$ cat src/rtl/multicycle_controller_pkg.sv
// Shared encodings for the multicycle MIPS controller: FSM states, opcodes,
// R-type funct codes, ALU-decoder op classes and ALU control values.
package multicycle_controller_pkg;

    typedef enum logic [3:0] {
        FETCH   = 4'd0,
        DECODE  = 4'd1,
        MEMADR  = 4'd2,
        MEMRD   = 4'd3,
        MEMWB   = 4'd4,
        MEMWR   = 4'd5,
        RTYPEEX = 4'd6,
        RTYPEWB = 4'd7,
        BEQEX   = 4'd8,
        ADDIEX  = 4'd9,
        ADDIWB  = 4'd10,
        JEX     = 4'd11
    } state_t;

    localparam logic [5:0] OP_RTYPE = 6'b000000;
    localparam logic [5:0] OP_LW    = 6'b100011;
    localparam logic [5:0] OP_SW    = 6'b101011;
    localparam logic [5:0] OP_BEQ   = 6'b000100;
    localparam logic [5:0] OP_ADDI  = 6'b001000;
    localparam logic [5:0] OP_J     = 6'b000010;

    localparam logic [5:0] FUNCT_ADD = 6'b100000;
    localparam logic [5:0] FUNCT_SUB = 6'b100010;
    localparam logic [5:0] FUNCT_AND = 6'b100100;
    localparam logic [5:0] FUNCT_OR  = 6'b100101;
    localparam logic [5:0] FUNCT_SLT = 6'b101010;

    localparam logic [1:0] ALUOP_ADD   = 2'b00;
    localparam logic [1:0] ALUOP_SUB   = 2'b01;
    localparam logic [1:0] ALUOP_FUNCT = 2'b10;

    localparam logic [2:0] ALUCTL_AND = 3'b000;
    localparam logic [2:0] ALUCTL_OR  = 3'b001;
    localparam logic [2:0] ALUCTL_ADD = 3'b010;
    localparam logic [2:0] ALUCTL_SUB = 3'b110;
    localparam logic [2:0] ALUCTL_SLT = 3'b111;

endpackage

$ cat src/rtl/multicycle_controller_alu_decoder.sv
// ALU decoder: maps the FSM's aluop class plus the R-type funct field to the
// 3-bit ALU operation. Purely combinational.
module multicycle_controller_alu_decoder
    import multicycle_controller_pkg::*;
(
    input  logic [1:0] aluop,
    input  logic [5:0] funct,
    output logic [2:0] alucontrol
);

    // Non-R-type classes pick add/sub directly; R-type decodes funct, falling back to add.
    always_comb begin
        alucontrol = ALUCTL_ADD;
        case (aluop)
            ALUOP_ADD: alucontrol = ALUCTL_ADD;
            ALUOP_SUB: alucontrol = ALUCTL_SUB;
            ALUOP_FUNCT: begin
                case (funct)
                    FUNCT_ADD: alucontrol = ALUCTL_ADD;
                    FUNCT_SUB: alucontrol = ALUCTL_SUB;
                    FUNCT_AND: alucontrol = ALUCTL_AND;
                    FUNCT_OR:  alucontrol = ALUCTL_OR;
                    FUNCT_SLT: alucontrol = ALUCTL_SLT;
                    default:   alucontrol = ALUCTL_ADD;
                endcase
            end
            default: alucontrol = ALUCTL_ADD;
        endcase
    end

endmodule

$ cat src/rtl/multicycle_controller.sv
// Multicycle MIPS control unit: Moore main FSM that steps each instruction
// through fetch/decode/execute/memory/writeback, plus the PC enable and the
// ALU decoder. All outputs depend on the state only, except pcen (zero) and
// alucontrol (funct).
module multicycle_controller
    import multicycle_controller_pkg::*;
(
    input  logic       clk,
    input  logic       reset,
    input  logic [5:0] op,
    input  logic [5:0] funct,
    input  logic       zero,
    output logic       pcen,
    output logic       memwrite,
    output logic       irwrite,
    output logic       regwrite,
    output logic       alusrca,
    output logic       iord,
    output logic       memtoreg,
    output logic       regdst,
    output logic [1:0] alusrcb,
    output logic [1:0] pcsrc,
    output logic [2:0] alucontrol
);

    state_t     state_q;
    state_t     state_d;
    logic       pcwrite;
    logic       branch;
    logic [1:0] aluop;

    // State register; reset wins over any transition, even mid-instruction.
    always_ff @(posedge clk) begin
        if (reset) begin
            state_q <= FETCH;
        end else begin
            state_q <= state_d;
        end
    end

    // Next-state and Moore outputs; everything defaults to 0 / 00.
    always_comb begin
        state_d  = FETCH;
        pcwrite  = 1'b0;
        branch   = 1'b0;
        memwrite = 1'b0;
        irwrite  = 1'b0;
        regwrite = 1'b0;
        alusrca  = 1'b0;
        iord     = 1'b0;
        memtoreg = 1'b0;
        regdst   = 1'b0;
        alusrcb  = 2'b00;
        pcsrc    = 2'b00;
        aluop    = ALUOP_ADD;
        case (state_q)
            FETCH: begin
                irwrite = 1'b1;
                pcwrite = 1'b1;
                alusrcb = 2'b01;
                state_d = DECODE;
            end
            DECODE: begin
                alusrcb = 2'b11;
                case (op)
                    OP_LW, OP_SW: state_d = MEMADR;
                    OP_RTYPE:     state_d = RTYPEEX;
                    OP_BEQ:       state_d = BEQEX;
                    OP_ADDI:      state_d = ADDIEX;
                    OP_J:         state_d = JEX;
                    default:      state_d = FETCH;
                endcase
            end
            MEMADR: begin
                alusrca = 1'b1;
                alusrcb = 2'b10;
                if (op == OP_LW) begin
                    state_d = MEMRD;
                end else if (op == OP_SW) begin
                    state_d = MEMWR;
                end else begin
                    state_d = FETCH;
                end
            end
            MEMRD: begin
                iord    = 1'b1;
                state_d = MEMWB;
            end
            MEMWB: begin
                regwrite = 1'b1;
                memtoreg = 1'b1;
                state_d  = FETCH;
            end
            MEMWR: begin
                iord     = 1'b1;
                memwrite = 1'b1;
                state_d  = FETCH;
            end
            RTYPEEX: begin
                alusrca = 1'b1;
                aluop   = ALUOP_FUNCT;
                state_d = RTYPEWB;
            end
            RTYPEWB: begin
                regwrite = 1'b1;
                regdst   = 1'b1;
                state_d  = FETCH;
            end
            BEQEX: begin
                alusrca = 1'b1;
                branch  = 1'b1;
                pcsrc   = 2'b01;
                aluop   = ALUOP_SUB;
                state_d = FETCH;
            end
            ADDIEX: begin
                alusrca = 1'b1;
                alusrcb = 2'b10;
                state_d = ADDIWB;
            end
            ADDIWB: begin
                regwrite = 1'b1;
                state_d  = FETCH;
            end
            JEX: begin
                pcwrite = 1'b1;
                pcsrc   = 2'b10;
                state_d = FETCH;
            end
            default: state_d = FETCH;
        endcase
    end

    // The branch path lets the ALU's zero flag gate the PC write in BEQEX.
    assign pcen = pcwrite | (branch & zero);

    multicycle_controller_alu_decoder u_alu_decoder (
        .aluop      (aluop),
        .funct      (funct),
        .alucontrol (alucontrol)
    );

endmodule

$ cat config.mk
export PLATFORM = sky130hd
export DESIGN_NAME = multicycle_controller
export DESIGN_NICKNAME = d
export VERILOG_FILES = /design/src/rtl/multicycle_controller_pkg.sv /design/src/rtl/multicycle_controller_alu_decoder.sv /design/src/rtl/multicycle_controller.sv
export SDC_FILE = /design/constraint.sdc
export NUM_CORES = 1
export LEC_CHECK = 0
export CORE_MARGIN = 2
export CORE_UTILIZATION = 42
export CTS_BUF_LIST = sky130_fd_sc_hd__clkbuf_2
export DETAILED_ROUTE_END_ITERATION = 10
export GPL_TIMING_DRIVEN = 0
export HOLD_SLACK_MARGIN = 0.06
export PLACE_DENSITY = 0.85
export RECOVER_POWER = 50
export SLEW_MARGIN = 20
export SYNTH_ARGS = -nofsm -noshare
export SYNTH_HDL_FRONTEND = slang
export SYNTH_HIERARCHICAL = 1
export SYNTH_SLANG_ARGS = --single-unit
$ cat constraint.sdc
create_clock -name clk -period 5.7 [get_ports clk]
set_input_delay 1.71 -clock clk [delete_from_list [all_inputs] [get_ports clk]]
set_output_delay 1.71 -clock clk [all_outputs]
set_load 0.02 [all_outputs]
# Yosys cells after proc, flatten, opt, wreduce, memory -nomap -nowiden
# Cells that the tools add are included.
# word_totals
regBits,4
input_bits,15
elab_cells,51
# op_classes
eq_ne,22
muxes,18
n_bitwise,2
reduce_logical,8
# op_table
cell,n
"6-bit equality test, second input constant",6
4-bit case mux with 6 select lines,1
4-bit case mux with 5 select lines,1
"4-bit by 3-bit equality test with 1-bit output, second input constant",4
"4-bit equality test, second input constant",4
3-bit case mux with 4 select lines,1
1-bit two-way mux,9
"4-bit by 2-bit equality test with 1-bit output, second input constant",2
2-bit case mux with 2 select lines,2
2-bit OR reduction,4
"6-bit by 2-bit equality test with 1-bit output, second input constant",1
"6-bit by 3-bit equality test with 1-bit output, second input constant",1
"6-bit by 4-bit equality test with 1-bit output, second input constant",1
6-bit logical NOT,1
3-bit two-way mux,2
2-bit case mux with 3 select lines,1
3-bit case mux with 2 select lines,1
"4-bit by 1-bit equality test with 1-bit output, second input constant",1
4-bit logical NOT,1
4-bit OR reduction,1
3-bit OR reduction,1
"2-bit by 1-bit equality test with 1-bit output, second input constant",1
"2-bit equality test, second input constant",1
1-bit bitwise AND,1
1-bit OR,1

# Depth between registers and ports, before layout
# logic_depth
ltp_word,4
depth_mapped,7
mapped_depth_nobuf,6

# Modules after synthesis
# The synthesis kept the hierarchy.
# modules_own_cells
mod,n_inst,cells_per_inst,area_each_um2,seq_area_each_um2
multicycle_controller,1,64,437.9,80.1
multicycle_controller_alu_decoder,1,15,118.9,0.0

# Worst setup path before layout
# No wires, ideal clock.
# synth_path
kind,input port to output port
from,input funct[0]
to,output alucontrol[2]
arrival_time_ns,2.417
required_time_ns,3.990
setup_slack_ns,1.573
path_stages,2
n_path_buf,0
path_cell_list,or3b_1 o22ai_1
# synth_between
elab_chain_cells,3
word_cells_on_any_way,6
cone_classes,eq/ne (4); mux (2)
# synth_rtl
element,line_no,text
"start, declared",multicycle_controller.sv:11,"input logic [5:0] funct,"
6-bit equality test,multicycle_controller_alu_decoder.sv:18,case (funct)
3-bit case mux with 4 select lines *,multicycle_controller_alu_decoder.sv:18,
3-bit case mux with 2 select lines *,multicycle_controller_alu_decoder.sv:14,case (aluop)
"end, declared",multicycle_controller.sv:23,output logic [2:0] alucontrol
# Mark *: on every way between the ends. The rest lies on a longest branch, timed or not.

# Worst setup path after layout
# layout_path
from,input funct[1]
to,output alucontrol[2]
# Same word-level chain as after synthesis.

==> impl_summary.txt <==
----------------------------------------------------
[Cells and area]
  Total of fill cells in the finished design ... 130
  Fraction of final layout cells sized beyond drive strength 1 ... 8.11%
  Footprint of the flip-flops and latches ... 80.1 µm²
  Register name with the most flops ... state_q
  Flip-flop count of the largest register after layout ... 4
  Post-synthesis to final-layout area growth ... 58.0%
  Non-filler instance count after layout ... 126
  Net count, final ... 130
  Multi-input gate area ... 439 µm²
  Diode count ... 0
  Most frequent cells in the layout ... sky130_fd_sc_hd__clkdlybuf4s50_1 (23), sky130_fd_sc_hd__nor2_1 (12), sky130_fd_sc_hd__nor3_1 (8)
  Most common cell after layout, fill and taps aside ... sky130_fd_sc_hd__clkdlybuf4s50_1
  Registers with the highest flip-flop counts ... state_q x4

[Place]
  Number of instances in the placed design ... 123
  Detail Placement HPWL ... 1240 µm
  Weighted congestion at the end of routability-driven global placement ... 0.777
  Buffers added on ports ... 29

[Yosys]
  Area of the mapped netlist ... 557 µm²
  Number of flops mapped to enable cells by yosys ... 0
  Synthesized instance count ... 79
  Synthesized netlist net count ... 96
  Most used DFF post-synth ... sky130_fd_sc_hd__dfxtp_1
  Post-synth top area share ... 14.4%
  Biggest area contributors in the synthesized netlist ... sky130_fd_sc_hd__dfxtp_1 (14%), sky130_fd_sc_hd__nor2_1 (8.1%), sky130_fd_sc_hd__nor3_1 (7.2%)
  Share of synthesized area occupied by flip-flops and latches ... 14.4%
  Yosys top cell by area ... sky130_fd_sc_hd__dfxtp_1
  Synthesis Warnings ... 6
  Distinct cell type count after synthesis ... 35
  Number of flip-flops and latches in the synthesized netlist ... 4
  Mean area per synthesized cell ... 7.05 µm²
  FFs w/ async S/R, synth ... 0%

[STA]
  Count of pins over their slew limit ... 0
  Hold violation total from the final report ... 0
  Worst slew margin relative to its limit ... 71.5%
  Unrepaired setup endpoints after global routing ... false
  Setup TNS ... 0 ns
  Measured slew at the worst slew-check pin ... 0.427 ns
  Maximum operating frequency ... 0.199 GHz
  Minimum period implied by the final worst setup slack ... 5.03 ns
  Final number of setup-violating endpoints ... 0
  Clock skew ... 0.00979 ns
  Final Cycle Share ... 88.3%

[Clock network]
  Cell at the root of the clock tree ... sky130_fd_sc_hd__clkbuf_2
  Clock buffer count from CTS ... 3
  Hold Buf Count CTS ... 0
  TritonCTS clock tree ... built
  Post CTS Setup Buffer Count ... 0
  Depth of the CTS H-tree ... 1
  Clk_lat worst skew ... 0.22 ns
  Cells resized by post-CTS repair ... 0
  Buffer depth of the longest clock path ... 2
  Clk sinks ... 4
  Clock transition at the registers of the reported paths ... 0.05 ns

[Route]
  Vias per Instance ... 5.66
  Iteration count of the initial detailed-routing pass ... 4
  Via count of the routed design ... 713
  Avg WL per Cell ... 12.7 µm
  Number of remaining DRC errors ... 0
  Number of nets still failing antenna checks after routing ... 0
  Number of violations reported at the end of detailed-routing iteration 0 ... 21
  Routed Wire Length ... 1600 µm

[Critical path]
  CP startpoint kind ... input port
  Kind of capture point of the worst setup path ... output pin
  Crit path DAT ... 3.32 ns
  Worst Path Required ... 3.99 ns
  WS Path Type ... in -> out
  Maximum fanout along the worst path ... 4

[GRT]
  GR Util met3 ... 3.89%
  Global-route track usage on met1 ... 25.2%
  Total overflow reported by the global router ... 0
  Overall Global Routing Usage ... 23.1%
  Routing usage on met2 ... 41.7%
  Routing layer with the top usage in global route ... met2
  Antenna violations before repair ... 0
  Via count of the first global-routing pass ... 621
  Largest net degree at the start of global routing ... 11
  Wire length of the first global-routing pass ... 2500 µm

[Power and ir drop]
  Peak supply drop ... 0.0637 mV
  Total leakage power ... 0.333 nW
  Power density of the placed cells ... 106 nW/µm²

[Run status]
  Result of the run ... completed

[Die]
  Overall die height ... 40.4 µm
  Site row count ... 13
  Initial core utilization ... 43.9%
  Placeable core region ... 1270 µm²
  Number of placed I/O pins ... 30
  Die Footprint ... 1630 µm²
  Die Wd ... 40.4 µm

[Min path]
  Class of the tightest hold or removal check ... reg -> reg

[Job]
  Number of max-cap violations ... 0

----------------------------------------------------
==> per-stage QoR <==
| step | power [mW] | setup WS, ns | util [%] | cell area, µm² | hold slack, ns |
|---|---|---|---|---|---|
| 2_1_floorplan | 0.0471 | 1.57 | - | 557 | 0.649 |
| 3_3_place_gp | 0.0658 | 0.684 | 68.2 | 866 | 0.707 |
| 3_5_place_dp | 0.0666 | 0.661 | 68.2 | 866 | 0.716 |
| 4_1_cts | 0.0932 | 0.657 | 69.4 | 881 | 0.726 |
| 5_1_grt | 0.0968 | 0.599 | 69.3 | 880 | 0.770 |
| 6_report | 0.0931 | 0.668 | 69.3 | 880 | 0.716 |
==> cell usage after synthesis, types with 2 or more instances <==
library cell                instances
sky130_fd_sc_hd__nand4_1            2
sky130_fd_sc_hd__nor2_1            12
sky130_fd_sc_hd__buf_2              3
sky130_fd_sc_hd__a21oi_1            6
sky130_fd_sc_hd__dfxtp_1            4
sky130_fd_sc_hd__nand2b_1           5
sky130_fd_sc_hd__ha_1               2
sky130_fd_sc_hd__nand4bb_1          2
sky130_fd_sc_hd__inv_1              3
sky130_fd_sc_hd__nand3b_1           2
sky130_fd_sc_hd__nor2b_1            2
sky130_fd_sc_hd__nor3_1             8
sky130_fd_sc_hd__a31oi_1            3
sky130_fd_sc_hd__and3_1             2
sky130_fd_sc_hd__a21o_1             3
==> worst max-delay path: stages <==
cell and delay [ns]:
sky130_fd_sc_hd__clkdlybuf4s50_1 0.52, sky130_fd_sc_hd__or3b_1 0.35, sky130_fd_sc_hd__o22ai_1 0.11, sky130_fd_sc_hd__clkdlybuf4s50_1 0.62
==> cell families after synthesis <==
group           synth area share (%)
fa+ha+maj                       4.49
buf+inv                         6.74
flops                           14.4
simple gates                    48.1
compound gates                  21.3
mux                             1.80
xor+xnor                        3.15
==> metal layers <==
metal,part of all wire [%],up-vias
met5,0,-
met4,2.1,0
met3,6.3,4
met2,48,22
met1,43,323
li1,-,364
==> where the power goes <==
part	switching, mW	internal, mW
Combinational	0.0159	0.0194
Clock	0.0133	0.0142
Sequential	0.00136	0.0289
Total	0.0306	0.0625
==> worst paths after layout <==
| path | start | endpoint | slack, ns | cells past startpoint |
|---|---|---|---|---|
| setup reg to reg | state_q[1]$_SDFF_PP0_ | state_q[2]$_SDFF_PP0_ | 4.44 | 4 |
| setup / recovery | funct[1] | alucontrol[2] | 0.67 | 4 |
| hold reg to reg | state_q[1]$_SDFF_PP0_ | state_q[3]$_SDFF_PP0_ | 0.72 | 4 |
| hold / removal | state_q[1]$_SDFF_PP0_ | state_q[3]$_SDFF_PP0_ | 0.72 | 4 |
==> final cells by class <==
type	count	share of cell area, %
Tap cell	15	2.13
Timing Repair Buffer	29	33.0
Inverter	3	1.28
Sequential cell	4	9.10
Buffer	5	2.84
Multi-Input combinational cell	67	49.9
Clock buffer	3	1.71
Note: power is estimated with default switching activity, not from simulation.
